`config.mk`:
```
export PLATFORM = sky130hd
export DESIGN_NAME = baccarat_datapath
export DESIGN_NICKNAME = d
export VERILOG_FILES = /design/src/rtl/baccarat_pkg.sv /design/src/rtl/baccarat_datapath_card_dealer.sv /design/src/rtl/baccarat_datapath.sv
export SDC_FILE = /design/constraint.sdc
export NUM_CORES = 1
export LEC_CHECK = 0
export CORE_ASPECT_RATIO = 0.8
export CORE_MARGIN = 3
export CORE_UTILIZATION = 35
export DETAILED_ROUTE_END_ITERATION = 8
export PLACE_DENSITY_LB_ADDON = 0.25
export REMOVE_ABC_BUFFERS = 1
export SLEW_MARGIN = 10
export SYNTH_ARGS = -nofsm -noshare
export SYNTH_HDL_FRONTEND = slang
export SYNTH_HIERARCHICAL = 1
export SYNTH_SLANG_ARGS = --single-unit
```
`constraint.sdc`:
```
create_clock -name slow_clock -period 7 [get_ports slow_clock]
set_input_delay 0.7 -clock slow_clock [delete_from_list [all_inputs] [get_ports slow_clock]]
set_output_delay 0.7 -clock slow_clock [all_outputs]
set_load 0.05 [all_outputs]
```
`src/rtl/baccarat_pkg.sv`:
```
// Shared types, constants and helper functions for the baccarat card datapath.
package baccarat_pkg;

  typedef logic [3:0] rank_t;

  localparam rank_t       RANK_NONE = 4'd0;
  localparam logic [15:0] LFSR_MASK = 16'hB400;

  // Active-low seven-segment glyphs, bit 6 = segment g ... bit 0 = segment a.
  localparam logic [6:0] GLYPH_BLANK = 7'b1111111;
  localparam logic [6:0] GLYPH_0     = 7'b1000000;
  localparam logic [6:0] GLYPH_A     = 7'b0001000;
  localparam logic [6:0] GLYPH_2     = 7'b0100100;
  localparam logic [6:0] GLYPH_3     = 7'b0110000;
  localparam logic [6:0] GLYPH_4     = 7'b0011001;
  localparam logic [6:0] GLYPH_5     = 7'b0010010;
  localparam logic [6:0] GLYPH_6     = 7'b0000010;
  localparam logic [6:0] GLYPH_7     = 7'b1111000;
  localparam logic [6:0] GLYPH_8     = 7'b0000000;
  localparam logic [6:0] GLYPH_9     = 7'b0010000;
  localparam logic [6:0] GLYPH_J     = 7'b1100001;
  localparam logic [6:0] GLYPH_Q     = 7'b0011000;
  localparam logic [6:0] GLYPH_K     = 7'b0001001;

  function automatic logic [3:0] card_value(input rank_t r);
    return (r >= 4'd1 && r <= 4'd9) ? r : 4'd0;
  endfunction

  // Sum fits in 5 bits (max 27), so one subtraction of 10 or 20 reduces it.
  function automatic logic [3:0] score_mod10(input rank_t a, input rank_t b, input rank_t c);
    logic [4:0] s;
    s = {1'b0, card_value(a)} + {1'b0, card_value(b)} + {1'b0, card_value(c)};
    if (s >= 5'd20)      s = s - 5'd20;
    else if (s >= 5'd10) s = s - 5'd10;
    return s[3:0];
  endfunction

  function automatic logic [6:0] hex_glyph(input rank_t r);
    logic [6:0] g;
    case (r)
      4'd1:    g = GLYPH_A;
      4'd2:    g = GLYPH_2;
      4'd3:    g = GLYPH_3;
      4'd4:    g = GLYPH_4;
      4'd5:    g = GLYPH_5;
      4'd6:    g = GLYPH_6;
      4'd7:    g = GLYPH_7;
      4'd8:    g = GLYPH_8;
      4'd9:    g = GLYPH_9;
      4'd10:   g = GLYPH_0;
      4'd11:   g = GLYPH_J;
      4'd12:   g = GLYPH_Q;
      4'd13:   g = GLYPH_K;
      default: g = GLYPH_BLANK;
    endcase
    return g;
  endfunction

endpackage

```
`src/rtl/baccarat_datapath_card_dealer.sv`:
```
// Pseudo-random card source: free-running 16-bit Galois LFSR folded onto ranks 1..13.
module card_dealer
  import baccarat_pkg::*;
#(
  parameter logic [15:0] LFSR_SEED = 16'hACE1
) (
  input  logic       clk,
  input  logic       rst,
  output logic [3:0] new_card
);

  logic [15:0] lfsr_q;
  logic [15:0] lfsr_d;
  logic [3:0]  nib;

  always_comb begin
    lfsr_d = {1'b0, lfsr_q[15:1]};
    if (lfsr_q[0]) lfsr_d = lfsr_d ^ LFSR_MASK;
  end

  always_ff @(posedge clk or posedge rst) begin
    if (rst) lfsr_q <= LFSR_SEED;
    else     lfsr_q <= lfsr_d;
  end

  // Nibbles 13..15 wrap onto ranks 1..3.
  always_comb begin
    nib      = lfsr_q[3:0];
    new_card = (nib < 4'd13) ? nib + 4'd1 : nib - 4'd12;
  end

endmodule

```
`src/rtl/baccarat_datapath.sv`:
```
// Baccarat card datapath: card registers, scoring, win/tie tallies.
// Optional seven-segment outputs HEX0..HEX5 when BACCARAT_HEX_EN is defined.
module baccarat_datapath
  import baccarat_pkg::*;
#(
  parameter logic [15:0] LFSR_SEED = 16'hACE1,
  parameter int          TALLY_W   = 8
) (
  input  logic               slow_clock,
  input  logic               resetb,
  input  logic               load_pcard1,
  input  logic               load_pcard2,
  input  logic               load_pcard3,
  input  logic               load_dcard1,
  input  logic               load_dcard2,
  input  logic               load_dcard3,
  input  logic               player_win_light,
  input  logic               dealer_win_light,
  output logic [3:0]         pcard1,
  output logic [3:0]         pcard2,
  output logic [3:0]         pcard3,
  output logic [3:0]         dcard1,
  output logic [3:0]         dcard2,
  output logic [3:0]         dcard3,
  output logic [3:0]         pscore,
  output logic [3:0]         dscore,
  output logic [TALLY_W-1:0] player_wins,
  output logic [TALLY_W-1:0] dealer_wins,
  output logic [TALLY_W-1:0] ties
`ifdef BACCARAT_HEX_EN
  ,
  output logic [6:0]         HEX0,
  output logic [6:0]         HEX1,
  output logic [6:0]         HEX2,
  output logic [6:0]         HEX3,
  output logic [6:0]         HEX4,
  output logic [6:0]         HEX5
`endif
);

  localparam logic [TALLY_W-1:0] TALLY_MAX = {TALLY_W{1'b1}};

  rank_t       new_card;
  logic [5:0]  load;
  rank_t       cards_q [6];
  rank_t       cards_d [6];
  logic [1:0]  lights;
  logic [1:0]  lights_q;
  logic        lights_rise;
  logic [TALLY_W-1:0] pwins_q, pwins_d, dwins_q, dwins_d, ties_q, ties_d;

  card_dealer #(.LFSR_SEED(LFSR_SEED)) u_dealer (
    .clk      (slow_clock),
    .rst      (resetb),
    .new_card (new_card)
  );

  assign load = {load_dcard3, load_dcard2, load_dcard1, load_pcard3, load_pcard2, load_pcard1};

  // Index 0 is pcard1: loading it opens a new round and clears the other five.
  always_comb begin
    for (int i = 0; i < 6; i++) cards_d[i] = cards_q[i];
    if (load[0]) begin
      for (int i = 1; i < 6; i++) cards_d[i] = RANK_NONE;
    end
    for (int i = 0; i < 6; i++) begin
      if (load[i]) cards_d[i] = new_card;
    end
  end

  assign lights      = {player_win_light, dealer_win_light};
  assign lights_rise = (lights != 2'b00) && (lights_q == 2'b00);

  always_comb begin
    pwins_d = pwins_q;
    dwins_d = dwins_q;
    ties_d  = ties_q;
    if (lights_rise) begin
      case (lights)
        2'b10:   if (pwins_q != TALLY_MAX) pwins_d = pwins_q + TALLY_W'(1);
        2'b01:   if (dwins_q != TALLY_MAX) dwins_d = dwins_q + TALLY_W'(1);
        default: if (ties_q  != TALLY_MAX) ties_d  = ties_q  + TALLY_W'(1);
      endcase
    end
  end

  always_ff @(posedge slow_clock or posedge resetb) begin
    if (resetb) begin
      for (int i = 0; i < 6; i++) cards_q[i] <= RANK_NONE;
      lights_q <= 2'b00;
      pwins_q  <= '0;
      dwins_q  <= '0;
      ties_q   <= '0;
    end else begin
      for (int i = 0; i < 6; i++) cards_q[i] <= cards_d[i];
      lights_q <= lights;
      pwins_q  <= pwins_d;
      dwins_q  <= dwins_d;
      ties_q   <= ties_d;
    end
  end

  assign pcard1      = cards_q[0];
  assign pcard2      = cards_q[1];
  assign pcard3      = cards_q[2];
  assign dcard1      = cards_q[3];
  assign dcard2      = cards_q[4];
  assign dcard3      = cards_q[5];
  assign pscore      = score_mod10(cards_q[0], cards_q[1], cards_q[2]);
  assign dscore      = score_mod10(cards_q[3], cards_q[4], cards_q[5]);
  assign player_wins = pwins_q;
  assign dealer_wins = dwins_q;
  assign ties        = ties_q;

`ifdef BACCARAT_HEX_EN
  logic [6:0] hex_q [6];
  logic [6:0] hex_d [6];

  always_comb begin
    for (int i = 0; i < 6; i++) hex_d[i] = hex_glyph(cards_q[i]);
  end

  always_ff @(posedge slow_clock or posedge resetb) begin
    if (resetb) begin
      for (int i = 0; i < 6; i++) hex_q[i] <= GLYPH_BLANK;
    end else begin
      for (int i = 0; i < 6; i++) hex_q[i] <= hex_d[i];
    end
  end

  assign HEX0 = hex_q[0];
  assign HEX1 = hex_q[1];
  assign HEX2 = hex_q[2];
  assign HEX3 = hex_q[3];
  assign HEX4 = hex_q[4];
  assign HEX5 = hex_q[5];
`endif

endmodule

```
==> flow_metrics.env <==
export IMPL_cap_violations=0
export IMPL_clk_insertion_delay_late_ns=0.33
export IMPL_die_area_um2=11900
export IMPL_path_clk_slew_ns=0.05
export IMPL_cp_max_fo=6
export IMPL_max_slew_worst_pin_slew_ns=1.06
export IMPL_grt_max_degree=51
export IMPL_ant_nets=0
export IMPL_holdWs_ns=0.348
export IMPL_finalCritPeriodShare=0.709
export IMPL_antenna_found_initial=0
export IMPL_final_setup_tns_ns=0
export IMPL_cts_setup_buffers=0
export IMPL_dpl_hpwl_um=5750
export IMPL_nets=452
export IMPL_preCtsSetupSlack_ns=2.40
export IMPL_synth_edf_count=0
export IMPL_fin_ws_ns=2.03
export IMPL_wl_um=8100
export IMPL_die_height_um=98.1
export IMPL_cts_tree="yes"
export IMPL_initial_core_util=0.372
export IMPL_ys_ff_latch=66
export IMPL_portBuffers=65
export IMPL_period_minus_slack_ns=4.97
export IMPL_drive_gt1_frac=0.103
export IMPL_route_detailed_drc=0
export IMPL_ys_types=52
export IMPL_skew_ns=0.00414
export IMPL_grt_pass1_wl_um=13800
export IMPL_vdd_ir_drop_max_uv=297
export IMPL_grt_ovfl_total=0
export IMPL_drt_iter0_drc=132
export IMPL_area_growth_pct=31.4
export IMPL_worstSetupPathType="register to output port"
export IMPL_seq_area_frac_synth=0.447
export IMPL_critPathRequiredTime_ns=6.30
export IMPL_final_max_slew_violation_count=0
export IMPL_core_rowCount=32
export IMPL_yosys_warnings=6
export IMPL_power_leakage_uw=0.00212
export IMPL_viasPerCell=5.04
export IMPL_netlist_area_um2=3710
export IMPL_timing_fmax_mhz=201
export IMPL_root_buffer="clkbuf_16"
export IMPL_n_fill_cell=912
export IMPL_status="complete, no violations"
export IMPL_setup_viol=0
export IMPL_core_area_um2=9970
export IMPL_synth_ff_type="dfrtp_1"
export IMPL_vias=2782
export IMPL_cts_buffers=9
export IMPL_cp_start_kind="register"
export IMPL_die_w_um=121
export IMPL_synthArstFlopShare=1.00
export IMPL_relSlewSlack=0.293
export IMPL_diodes=0
export IMPL_avgSynthCellArea_um2=11.0
export IMPL_cp_data_arrival_time_ns=4.27
export IMPL_rsz0062_at_grt="false"
export IMPL_pin_count=66
export IMPL_power_density_nw_per_um2=269
export IMPL_hold_path_class="register to register"
export IMPL_place_gp_congestion=0.780
export IMPL_cts_max_level=3
export IMPL_clk_path_buf_depth=2
export IMPL_clock_sinks=66
export IMPL_grt_usage=0.145
export IMPL_hold_violations=0
export IMPL_wl_per_cell_um=14.7
export IMPL_drtPass1Iterations=4
export IMPL_cts_resized=0
export IMPL_grt_pass1_vias=2758
export IMPL_synthCells=339
export IMPL_cp_end_kind="output port"
export IMPL_cts_hold_buf=0
critical path, stage by stage (launching register included):
cell             delay [ns]
dfrtp_1                0.42
o21ai_0                0.10
and2_1                 0.18
fa_1                   0.42
ha_1                   0.22
fa_1                   0.39
xor2_1                 0.32
inv_2                  0.11
ha_1                   0.22
a2111o_1               0.36
a211o_1                0.30
o211ai_1               0.08
clkdlybuf4s50_1        0.82
cells in the final DEF, fill, tap and decap left out, drive strengths merged, types with 8 or more instances in the layout:
| cell type | Yosys | routed |
|---|---|---|
| nor2 | 13 | 13 |
| dfstp | 8 | 8 |
| dfrtp | 58 | 58 |
| fa | 10 | 10 |
| xor2 | 8 | 8 |
| xnor2 | 9 | 9 |
| nor2b | 13 | 13 |
| o21ai | 27 | 27 |
| clkdlybuf4s50 | 0 | 65 |
| ha | 21 | 21 |
| a21oi | 10 | 10 |
| nand3 | 10 | 10 |
| inv | 15 | 15 |
| nand2 | 29 | 29 |
| nand2b | 20 | 20 |
| mux2 | 17 | 17 |
| clkbuf | 3 | 11 |
| and2 | 9 | 9 |
routing by layer:
layer,GRT usage,wire [um],part of all wire
met2,0.206,3500,0.43
met1,0.210,4050,0.50
met3,0.0492,478,0.059
met5,0,0,0
met4,0.0388,81,0.010
logic make-up after synthesis:
logic type      after synthesis  synth area share
compound gates               67             0.123
xor+xnor                     17            0.0401
fa+ha+maj                    31             0.125
buf+inv                      19            0.0212
flops                        66             0.447
mux                          21            0.0623
simple gates                118             0.182
synthesized netlist by cell type, types with 6 or more instances:
cell	number	share of area
a22o_1	6	0.014
xor2_1	8	0.019
fa_1	10	0.054
xnor2_1	9	0.021
nand3_1	9	0.012
and2_1	8	0.013
nand2_1	29	0.029
ha_1	21	0.071
mux2_1	8	0.024
nor2_1	13	0.013
mux2_2	9	0.027
inv_1	14	0.014
a21oi_1	10	0.013
nor2b_1	12	0.020
nor3b_1	7	0.014
dfrtp_1	58	0.39
nand2b_1	20	0.034
dfstp_2	8	0.057
o21ai_0	26	0.035
area by class of cell:
type / instances / area [um^2] / area share
multi-input cells: 254 / 1970 / 0.404
flip-flops and latches: 66 / 1660 / 0.341
repair buffers: 65 / 651 / 0.133
clock buffers: 11 / 243 / 0.0497
well taps: 136 / 170 / 0.0349
clock inverters: 5 / 125 / 0.0256
inverters: 15 / 56.3 / 0.0115
worst paths after layout:
kind / start / endpoint / slack, ns / cells past startpoint
setup / recovery: pcard1[3] / pscore[1] / 2.03 / 12
hold / removal: u_dealer/lfsr_q[8] / u_dealer/lfsr_q[7] / 0.35 / 0
setup reg to reg: u_dealer/lfsr_q[0] / pcard1[2] / 4.99 / 6
hold reg to reg: u_dealer/lfsr_q[8] / u_dealer/lfsr_q[7] / 0.35 / 0
max in group asynchronous: resetb / player_wins[0] / 5.36 / 2
min in group asynchronous: resetb / u_dealer/lfsr_q[4] / 0.77 / 2
through the flow:
step / total power [uW] / util / cells / area, um^2
floorplan: 655 / - / 335 / 3690
global placement: 758 / 0.453 / 536 / 4510
detailed placement: 763 / 0.453 / 536 / 4510
CTS: 1330 / 0.489 / 552 / 4880
global route: 1370 / 0.489 / 552 / 4880
finish: 1310 / 0.489 / 552 / 4880
registers in the layout, indices dropped and copies added (netlist names):
signal,flops
u_dealer/lfsr_q,16
dealer_wins,8
player_wins,8
ties,8
dcard1,4
dcard2,4
dcard3,4
pcard1,4
pcard2,4
pcard3,4
lights_q,2
report_power, final:
group / switching, uW / internal, uW / total, uW
Sequential: 46.5 / 415 / 462
Combinational: 191 / 104 / 295
Clock: 162 / 393 / 555
Total: 399 / 912 / 1310
Note: power is estimated with default switching activity, not from simulation.
